[src/rtl/matrix_mac_pkg.sv]
`default_nettype none
// ============================================================================
//  Module      : matrix_mac_pkg
//  Description : Shared constants, FSM state type and tile packing helper for
//                the 4x4 matrix MAC datapath and its operand loader.
//  Revision    : 1.0 - initial release
// ============================================================================
package matrix_mac_pkg;

    localparam int MATRIX_DIM         = 4;
    localparam int TILE_ELEMS         = 16;
    localparam int IDX_WIDTH          = 5;
    localparam int DEFAULT_DATA_WIDTH = 8;

    typedef enum logic [1:0] {
        LOAD_A  = 2'd0,
        LOAD_B  = 2'd1,
        PRESENT = 2'd2
    } state_t;

    // LSB position of element [r][c] in a row-major flat tile bus.
    function automatic int elem_lsb(input int r, input int c,
                                    input int dw = DEFAULT_DATA_WIDTH);
        return (r * MATRIX_DIM + c) * dw;
    endfunction

endpackage
`default_nettype wire

[src/rtl/matrix_operand_loader_if.sv]
`default_nettype none
// ============================================================================
//  Module      : matrix_operand_loader_if
//  Description : Stream-in and tile-out handshake bundle of the operand loader.
//                slave = loader side, master = surrounding logic side.
//  Revision    : 1.0 - initial release
// ============================================================================
interface matrix_operand_loader_if #(
    parameter int DATA_WIDTH = 8,
    parameter int CNT_WIDTH  = 16
) ();

    logic                       enable;
    logic                       clear;
    logic [DATA_WIDTH-1:0]      in_data;
    logic                       in_valid;
    logic                       in_last;
    logic                       in_ready;
    logic [16*DATA_WIDTH-1:0]   matrix_1;
    logic [16*DATA_WIDTH-1:0]   matrix_2;
    logic                       tile_valid;
    logic                       tile_ready;
    logic                       frame_err;
    logic [CNT_WIDTH-1:0]       tile_count;

    modport slave (
        input  enable, clear, in_data, in_valid, in_last, tile_ready,
        output in_ready, matrix_1, matrix_2, tile_valid, frame_err, tile_count
    );

    modport master (
        output enable, clear, in_data, in_valid, in_last, tile_ready,
        input  in_ready, matrix_1, matrix_2, tile_valid, frame_err, tile_count
    );

endinterface
`default_nettype wire

[src/rtl/matrix_operand_loader_tile_buffer.sv]
`default_nettype none
// ============================================================================
//  Module      : matrix_tile_buffer
//  Description : 16-entry element store for one 4x4 tile, single write port,
//                whole tile readable as a flat row-major bus.
//  Revision    : 1.0 - initial release
// ============================================================================
module matrix_tile_buffer
    import matrix_mac_pkg::*;
#(
    parameter int DATA_WIDTH = 8
) (
    input  wire logic                             clock,
    input  wire logic                             reset,
    input  wire logic                             wr_en,
    input  wire logic [3:0]                       wr_idx,
    input  wire logic [DATA_WIDTH-1:0]            wr_data,
    output logic      [TILE_ELEMS*DATA_WIDTH-1:0] rd_data
);

    logic [DATA_WIDTH-1:0] r_mem [TILE_ELEMS];

    // Element storage: cleared on reset, one element written per cycle.
    always_ff @(posedge clock or posedge reset) begin
        if (reset) begin
            for (int i = 0; i < TILE_ELEMS; i++) begin
                r_mem[i] <= '0;
            end
        end else if (wr_en) begin
            r_mem[wr_idx] <= wr_data;
        end
    end

    generate
        for (genvar gr = 0; gr < MATRIX_DIM; gr++) begin : g_row
            for (genvar gc = 0; gc < MATRIX_DIM; gc++) begin : g_col
                assign rd_data[elem_lsb(gr, gc, DATA_WIDTH) +: DATA_WIDTH] =
                    r_mem[gr * MATRIX_DIM + gc];
            end
        end
    endgenerate

endmodule
`default_nettype wire

[src/rtl/matrix_operand_loader.sv]
`default_nettype none
// ============================================================================
//  Module      : matrix_operand_loader
//  Description : Collects a 32-element stream into an A tile and a B tile,
//                presents them to the MAC stage and counts delivered pairs.
//                Framing is checked against the in_last marker.
//  Revision    : 1.0 - initial release
// ============================================================================
module matrix_operand_loader
    import matrix_mac_pkg::*;
#(
    parameter int DATA_WIDTH = 8,
    parameter int CNT_WIDTH  = 16
) (
    input  wire logic                 clock,
    input  wire logic                 reset,
    matrix_operand_loader_if.slave    bus
);

    localparam logic [IDX_WIDTH-1:0] C_IDX_LAST_A  = IDX_WIDTH'(TILE_ELEMS - 1);
    localparam logic [IDX_WIDTH-1:0] C_IDX_FIRST_B = IDX_WIDTH'(TILE_ELEMS);
    localparam logic [IDX_WIDTH-1:0] C_IDX_LAST_B  = IDX_WIDTH'(2 * TILE_ELEMS - 1);

    state_t                 r_state;
    state_t                 w_state_next;
    logic [IDX_WIDTH-1:0]   r_idx;
    logic [IDX_WIDTH-1:0]   w_idx_next;
    logic                   r_tile_valid;
    logic                   w_tile_valid_next;
    logic                   r_frame_err;
    logic                   w_frame_err_next;
    logic [CNT_WIDTH-1:0]   r_tile_count;
    logic [CNT_WIDTH-1:0]   w_tile_count_next;

    logic                   w_in_ready;
    logic                   w_accept;
    logic                   w_wr_a;
    logic                   w_wr_b;
    logic [TILE_ELEMS*DATA_WIDTH-1:0] w_tile_a;
    logic [TILE_ELEMS*DATA_WIDTH-1:0] w_tile_b;

    assign w_in_ready = bus.enable && (r_state != PRESENT);
    assign w_accept   = bus.in_valid && w_in_ready;

    // State, index, status flags and delivery counter registers.
    always_ff @(posedge clock or posedge reset) begin
        if (reset) begin
            r_state      <= LOAD_A;
            r_idx        <= '0;
            r_tile_valid <= 1'b0;
            r_frame_err  <= 1'b0;
            r_tile_count <= '0;
        end else begin
            r_state      <= w_state_next;
            r_idx        <= w_idx_next;
            r_tile_valid <= w_tile_valid_next;
            r_frame_err  <= w_frame_err_next;
            r_tile_count <= w_tile_count_next;
        end
    end

    // Next-state logic: loading, framing check, presentation handshake; clear overrides all.
    always_comb begin
        w_state_next      = r_state;
        w_idx_next        = r_idx;
        w_tile_valid_next = r_tile_valid;
        w_frame_err_next  = 1'b0;
        w_tile_count_next = r_tile_count;
        w_wr_a            = 1'b0;
        w_wr_b            = 1'b0;

        if (bus.clear) begin
            w_state_next      = LOAD_A;
            w_idx_next        = '0;
            w_tile_valid_next = 1'b0;
        end else begin
            unique case (r_state)
                LOAD_A: begin
                    if (w_accept) begin
                        if (bus.in_last) begin
                            // Early end-of-frame: the partial tile is abandoned.
                            w_frame_err_next = 1'b1;
                            w_idx_next       = '0;
                        end else begin
                            w_wr_a = 1'b1;
                            if (r_idx == C_IDX_LAST_A) begin
                                w_state_next = LOAD_B;
                                w_idx_next   = C_IDX_FIRST_B;
                            end else begin
                                w_idx_next = r_idx + IDX_WIDTH'(1);
                            end
                        end
                    end
                end
                LOAD_B: begin
                    if (w_accept) begin
                        if (r_idx == C_IDX_LAST_B) begin
                            w_idx_next = '0;
                            if (bus.in_last) begin
                                w_wr_b            = 1'b1;
                                w_state_next      = PRESENT;
                                w_tile_valid_next = 1'b1;
                            end else begin
                                // Missing end-of-frame marker: the pair is never presented.
                                w_frame_err_next = 1'b1;
                                w_state_next     = LOAD_A;
                            end
                        end else if (bus.in_last) begin
                            w_frame_err_next = 1'b1;
                            w_state_next     = LOAD_A;
                            w_idx_next       = '0;
                        end else begin
                            w_wr_b     = 1'b1;
                            w_idx_next = r_idx + IDX_WIDTH'(1);
                        end
                    end
                end
                PRESENT: begin
                    if (r_tile_valid && bus.tile_ready) begin
                        w_tile_valid_next = 1'b0;
                        w_tile_count_next = r_tile_count + CNT_WIDTH'(1);
                        w_state_next      = LOAD_A;
                        w_idx_next        = '0;
                    end
                end
                default: begin
                    w_state_next      = LOAD_A;
                    w_idx_next        = '0;
                    w_tile_valid_next = 1'b0;
                end
            endcase
        end
    end

    matrix_tile_buffer #(
        .DATA_WIDTH (DATA_WIDTH)
    ) u_buf_a (
        .clock   (clock),
        .reset   (reset),
        .wr_en   (w_wr_a),
        .wr_idx  (r_idx[3:0]),
        .wr_data (bus.in_data),
        .rd_data (w_tile_a)
    );

    matrix_tile_buffer #(
        .DATA_WIDTH (DATA_WIDTH)
    ) u_buf_b (
        .clock   (clock),
        .reset   (reset),
        .wr_en   (w_wr_b),
        .wr_idx  (r_idx[3:0]),
        .wr_data (bus.in_data),
        .rd_data (w_tile_b)
    );

    assign bus.in_ready   = w_in_ready;
    assign bus.matrix_1   = w_tile_a;
    assign bus.matrix_2   = w_tile_b;
    assign bus.tile_valid = r_tile_valid;
    assign bus.frame_err  = r_frame_err;
    assign bus.tile_count = r_tile_count;

endmodule
`default_nettype wire

[src/flat_wrapper.sv]
// flat-port wrapper written by rule: the top's interface ports become plain ports
module matrix_operand_loader_flat import matrix_mac_pkg::*;
#(
    parameter int DATA_WIDTH = 8,
    parameter int CNT_WIDTH  = 16
)
  (clock, reset, bus_enable, bus_clear, bus_in_data, bus_in_valid, bus_in_last, bus_tile_ready, bus_in_ready, bus_matrix_1, bus_matrix_2, bus_tile_valid, bus_frame_err, bus_tile_count);
  matrix_operand_loader_if #(.DATA_WIDTH(DATA_WIDTH), .CNT_WIDTH(CNT_WIDTH)) bus_i ();
  input  wire logic clock;
  input  wire logic reset;
  input wire logic [$bits(bus_i.enable)-1:0] bus_enable;
  input wire logic [$bits(bus_i.clear)-1:0] bus_clear;
  input wire logic [$bits(bus_i.in_data)-1:0] bus_in_data;
  input wire logic [$bits(bus_i.in_valid)-1:0] bus_in_valid;
  input wire logic [$bits(bus_i.in_last)-1:0] bus_in_last;
  input wire logic [$bits(bus_i.tile_ready)-1:0] bus_tile_ready;
  output wire logic [$bits(bus_i.in_ready)-1:0] bus_in_ready;
  output wire logic [$bits(bus_i.matrix_1)-1:0] bus_matrix_1;
  output wire logic [$bits(bus_i.matrix_2)-1:0] bus_matrix_2;
  output wire logic [$bits(bus_i.tile_valid)-1:0] bus_tile_valid;
  output wire logic [$bits(bus_i.frame_err)-1:0] bus_frame_err;
  output wire logic [$bits(bus_i.tile_count)-1:0] bus_tile_count;
  assign bus_i.enable = bus_enable;
  assign bus_i.clear = bus_clear;
  assign bus_i.in_data = bus_in_data;
  assign bus_i.in_valid = bus_in_valid;
  assign bus_i.in_last = bus_in_last;
  assign bus_i.tile_ready = bus_tile_ready;
  assign bus_in_ready = bus_i.in_ready;
  assign bus_matrix_1 = bus_i.matrix_1;
  assign bus_matrix_2 = bus_i.matrix_2;
  assign bus_tile_valid = bus_i.tile_valid;
  assign bus_frame_err = bus_i.frame_err;
  assign bus_tile_count = bus_i.tile_count;
  matrix_operand_loader #(.DATA_WIDTH(DATA_WIDTH), .CNT_WIDTH(CNT_WIDTH)) u_core (.clock(clock), .reset(reset), .bus(bus_i));
endmodule
[config.mk]
export PLATFORM = sky130hd
export DESIGN_NAME = matrix_operand_loader_flat
export DESIGN_NICKNAME = d
export VERILOG_FILES = /design/src/rtl/matrix_mac_pkg.sv /design/src/rtl/matrix_operand_loader_if.sv /design/src/rtl/matrix_operand_loader_tile_buffer.sv /design/src/rtl/matrix_operand_loader.sv /design/src/flat_wrapper.sv
export SDC_FILE = /design/constraint.sdc
export NUM_CORES = 1
export LEC_CHECK = 0
export ABC_AREA = 1
export CAP_MARGIN = 20
export CORE_MARGIN = 2
export CORE_UTILIZATION = 45
export DETAILED_ROUTE_END_ITERATION = 8
export HOLD_SLACK_MARGIN = 0.08
export PLACE_DENSITY = 0.88
export REMOVE_ABC_BUFFERS = 1
export SYNTH_ARGS = -nofsm -noshare
export SYNTH_HDL_FRONTEND = slang
export SYNTH_SLANG_ARGS = --single-unit
[constraint.sdc]
create_clock -name clock -period 8.1 [get_ports clock]
set_clock_uncertainty 0.2 [all_clocks]
set_input_delay 0.81 -clock clock [delete_from_list [all_inputs] [get_ports clock]]
set_output_delay 0.81 -clock clock [all_outputs]
set_load 0.05 [all_outputs]
Word-level counts from Yosys, hierarchy flattened
Index checks and enable logic that the tools add are counted.

word-level totals
  bits in registers = 281
  output and inout bits = 275

operators by class
  $add $sub $neg = 2
  order comparisons = 2
  equal/unequal tests = 14
  muxes and demuxes = 43
  bitwise logic cells = 2
  reductions and logical operators = 9

operator list
  kind                                                         number
  bitwise mux 128 bit                                          2
  two-way mux 5 bit                                            8
  demux 8 bit (select 4 bit)                                   1
  two-way mux 1 bit                                            18
  two-way mux 2 bit                                            9
  adder 16 x 1 -> 16 bit (second input constant)               1
  inequality test 3 x 2 -> 1 bit (second input constant)       5
  case mux 5 bit (3 select lines)                              1
  two-way mux 8 bit                                            1
  inequality test 3 bit (second input constant)                2
  case mux 2 bit (3 select lines)                              1
  AND reduction 3 bit                                          2
  AND reduction 6 bit                                          1
  adder 5 x 1 -> 5 bit (second input constant)                 1
  == test 5 x 4 -> 1 bit (second input constant)               1
  == test 5 bit (second input constant)                        1
  >= comparator 5 bit (second input constant)                  1
  less-than comparator 5 x 1 -> 1 bit (second input constant)  1
  inverter 4 -> 5 bit                                          1
  AND reduction 5 bit                                          1
  logical AND 1 bit                                            4
  inequality test 2 bit (second input constant)                2
  inequality test 4 x 3 -> 1 bit (second input constant)       1
  case mux 1 bit (3 select lines)                              1
  other kinds (5)                                              5

Depth between registers and ports, before layout
  depth in word-level cells = 6
  gate-level depth with buffers = 12
  gate-level depth less buffers = 10

Modules after synthesis
Synthesis repeated with hierarchy kept, for this count alone.

second synthesis, totals
  cells, all modules = 1436
  area total of the unflattened synthesis = 12007.8 um^2

by module, submodules not included
  module                 instances  cells each  area each (um^2)  seq. area each (um^2)
  matrix_tile_buffer     2          612         5210.0            3203.1
  matrix_operand_loader  1          212         1587.8            625.6

Worst setup path before layout
Ideal clock, no wire load.

  path kind = register -> register
  from = register u_core.r_idx[0]
  to = register u_core.u_buf_b.r_mem (netlist bit u_core.u_buf_b.rd_data[16])
  setup time = 0.119 ns
  arrival = 2.781 ns
  required time = 7.781 ns
  setup slack = 5.000 ns
  cell stages (with the launch flop) = 13
  buffers on the path = 2
  clock period less this slack = 3.100 ns
  cells stage by stage = dfrtp_1 > ha_1 > inv_1 > nor2_1 > clkbuf_1 > ha_1 > ha_1 > or2_1 > nor3_4 > buf_2 > nand2_2 > nand2_1 > nand2_1

between the ends
  longest elaborated chain between the ends = 6
  elaborated cells on any way between the ends = 12

ends and longest elaborated chain
  item                                                                                              line                                     text
  from (decl)                                                                                       matrix_operand_loader.sv:26              logic [IDX_WIDTH-1:0] r_idx;
  from (signal assigned)                                                                            matrix_operand_loader.sv:55              r_idx <= w_idx_next;
  inverter 4 -> 5 bit (implied by the code)                                                         matrix_operand_loader_tile_buffer.sv:30  r_mem[wr_idx] <= wr_data;
  >= comparator 5 bit (implied by the code) or less-than comparator 5 x 1 -> 1 bit (tied branches)  matrix_operand_loader_tile_buffer.sv:30
  logical AND 1 bit (implied by the code)                                                           matrix_operand_loader_tile_buffer.sv:30
  two-way mux 8 bit (implied by the code)                                                           matrix_operand_loader_tile_buffer.sv:30
  demux 8 bit (select 4 bit)                                                                        matrix_operand_loader_tile_buffer.sv:30
  bitwise mux 128 bit                                                                               matrix_operand_loader_tile_buffer.sv:30
  to (signal, indexed assignment)                                                                   matrix_operand_loader_tile_buffer.sv:30
  to (decl)                                                                                         matrix_operand_loader_tile_buffer.sv:21  logic [DATA_WIDTH-1:0] r_mem [TILE_ELEMS];

Several ways; a longest one is shown, not always the timed one.
A chain may end at the register's enable or synchronous reset.

Worst setup path after layout
  from = register u_core.r_idx[0]
  to = register u_core.u_buf_b.r_mem (netlist bit u_core.u_buf_b.rd_data[44])

Same word-level chain as after synthesis.

==> out/metrics.yaml <==
grt_max_degree: 151
endpoint_kind: "flip-flop"
hold_path_class: "flip-flop to flip-flop"
crit_family: "simple AND/OR/NAND/NOR gates"
port_buffers: 289
wl_per_cell_microns: 17.7
placed_area_sq_um: 14800
worstMarginPinSlew_ns: 1.03
grt_pass1_vias: 10100
yosysUniqueCellTypes: 23
cp_slowest_cell: "buf_4"
postCtsSetupRepairBufs: 0
fin_setup_tns_ns: 0
cts_max_level: 1
synth-warning-count: 0
period_needed_ns: 3.61
cpPeakStageDelay_ns: 0.62
hold_viol_final: 0
viasPerCell: 5.40
synth_cells: 1353
num-nets-final: 1647
cts.sinks: 281
yosys.area.top_type: "dfrtp_1"
dp_hpwl_microns: 22000
async_flop_share: 1.00
synthTopCellsByArea: "dfrtp_1 60%, nand2_1 19%, nand3_1 12%, clkbuf_1 1.7%, nor2_1 1.4%"
synth_ff_type: "dfrtp_1"
die-area_sq_um: 27200
first_pass_iters: 7
grt-ovfl-total: 0
syn_avg_cell_area_sq_um: 8.61
finalInstanceArea_sq_um: 15700
drtIter0Drc: 1235
period_share: 0.445
p_leak_nw: 8.03
drv_slew: 0
place_ws_ns: 4.37
syn2layout_area_growth_pct: 35.2
final_core_util: 0.622
gp_congestion: 0.805
cp_data_arrival_time_ns: 3.82
finalWorstSetupSlack_ns: 4.49
root_buffer: "clkbuf_16"
start_util: 0.460
setup_viol: 0
status: "completed"
slew_headroom: 0.313
remaining_drc_errors: 0
drive_gt1_frac: 0.0560
fp.coreArea_sq_um: 25300
path_max_fanout: 75
clock_path_buffers: 3
cts_inserted_buffers: 29
synth_edf_count: 0
start_kind: "flip-flop"
vias: 10700
antenna_found_initial: 0
rows: 58
io_pins: 290
die_h_microns: 165
yosysSeqAreaShare: 0.604
cts.clk_slew.worst_paths_ns: 0.06
cp.required_ns: 8.31
n_antenna_cell: 0
fin_hold_ws_ns: 0.268
ys_seq_elements: 281
cts_resized: 0
yosysTopAreaCellShare: 0.604
crit_type: "flip-flop to flip-flop"
grt_pass1_wl_microns: 54400
path_cells: "ha_1 > inv_1 > nor2_1 > buf_4 > ha_1 > ha_1 > or2_1 > nor3_4 > buf_4 > nand2_1 > nand2_1 > nand2_1"
die_x_microns: 165
grt_usage: 0.252
antenna_left: 0
cts_tree: "done"
powerDensity_nw_per_um2: 205
netlist_area_sq_um: 11600
max_cap_viol_count: 0
insertion_delay_ns: 0.54
fmax_mhz: 277
crit_buf_inv: 3
cts_hold_buf: 0
wl_microns: 35000
grt_setup_unrepaired: "false"
peakVddDrop_mv: 0.135
[cell families (layout without fill, tap and decap cells)]
kind of cell             count (synthesis)  count (layout)  synth area share
AO/OA/AOI/OAI                           16              16           0.00731
XOR/XNOR                                 7               7           0.00526
adder cells (fa/ha/maj)                  8               8           0.00860
buffers and inverters                   97             388            0.0336
flip-flops                             281             281             0.604
AND/OR/NAND/NOR                        944             944             0.341
[worst paths after layout]
check | start | endpoint | slack (ns) | cells past startpoint
worst max-delay path | u_core.r_idx[0]$_DFFE_PP0P_ | u_core.u_buf_b.rd_data[44]$_DFFE_PP0P_ | 4.49 | 12
worst min-delay path | u_core.u_buf_a.rd_data[127]$_DFFE_PP0P_ | u_core.u_buf_a.rd_data[127]$_DFFE_PP0P_ | 0.27 | 2
worst max register to register | u_core.r_idx[0]$_DFFE_PP0P_ | u_core.u_buf_b.rd_data[44]$_DFFE_PP0P_ | 4.49 | 12
worst min register to register | u_core.u_buf_a.rd_data[127]$_DFFE_PP0P_ | u_core.u_buf_a.rd_data[127]$_DFFE_PP0P_ | 0.27 | 2
max in group asynchronous | reset | u_core.u_buf_b.rd_data[13]$_DFFE_PP0P_ | 5.76 | 3
min in group asynchronous | reset | u_core.bus.tile_count[8]$_DFFE_PP0P_ | 0.64 | 2
[stage by stage]
stage               power [mW]  cells
finish                    3.23   1974
global route              3.32   1974
CTS                       3.24   1974
detailed placement        1.93   1923
global placement          1.92   1922
floorplan                 1.75   1283
[cells in the final DEF, fill, tap and decap left out, drive strengths merged]
cell type	instances
clkdlybuf4s50	281
clkinvlp	3
or2	1
nand3b	3
ha	8
clkbuf	42
a21boi	1
dfrtp	281
o21ai	11
inv	27
buf	29
xor2	4
a21oi	3
a21o	1
bufinv	2
nand3	270
clkinv	4
nor3	4
nand2	615
nor2	44
xnor2	3
nand4	7
[area by class of cell]
| class | instances | area (sq um) |
|---|---|---|
| fillers | 2011 | 9580 |
| flip-flops and latches | 281 | 7030 |
| multi-input cells | 975 | 4220 |
| repair buffers | 310 | 3030 |
| clock buffers | 42 | 835 |
| well taps | 330 | 413 |
| inverters | 27 | 109 |
| clock inverters | 9 | 106 |
[worst min-delay path, stage by stage, from the launching register on]
cell and delay, ns:
dfrtp_1 0.34, nand2_1 0.05, nand2_1 0.04
[cell usage after synthesis, drive strengths merged, types with 4 or more instances]
library cell,count
nand2,615
nor3,4
nand4,7
dfrtp,281
nor2,44
nand3,270
buf,18
inv,27
o21ai,11
ha,8
xor2,4
clkbuf,52
[flip-flops by register name, summed over array words and instances, names as in the netlist]
name	flops
u_core.r_idx	5
u_core.bus.frame_err	1
u_core.bus.tile_valid	1
u_core.r_state	2
u_core.u_buf_b.rd_data	128
u_core.bus.tile_count	16
u_core.u_buf_a.rd_data	128
[where the power goes]
| part | switching, mW | internal [mW] | total, mW |
|---|---|---|---|
| registers | 0.0308 | 1.45 | 1.48 |
| logic | 0.312 | 0.108 | 0.420 |
| clock network | 0.547 | 0.775 | 1.32 |
| total | 0.890 | 2.34 | 3.23 |
[metal layers]
layer | global-route usage | wire (microns) | vias to the layer above
met5 | 0 | 0 | -
met4 | 0.0917 | 1240 | 0
li1 | - | - | 4884
met2 | 0.421 | 16900 | 540
met3 | 0.0515 | 3130 | 92
met1 | 0.328 | 13800 | 5149
No activity file was read; power rests on OpenSTA's default activity.
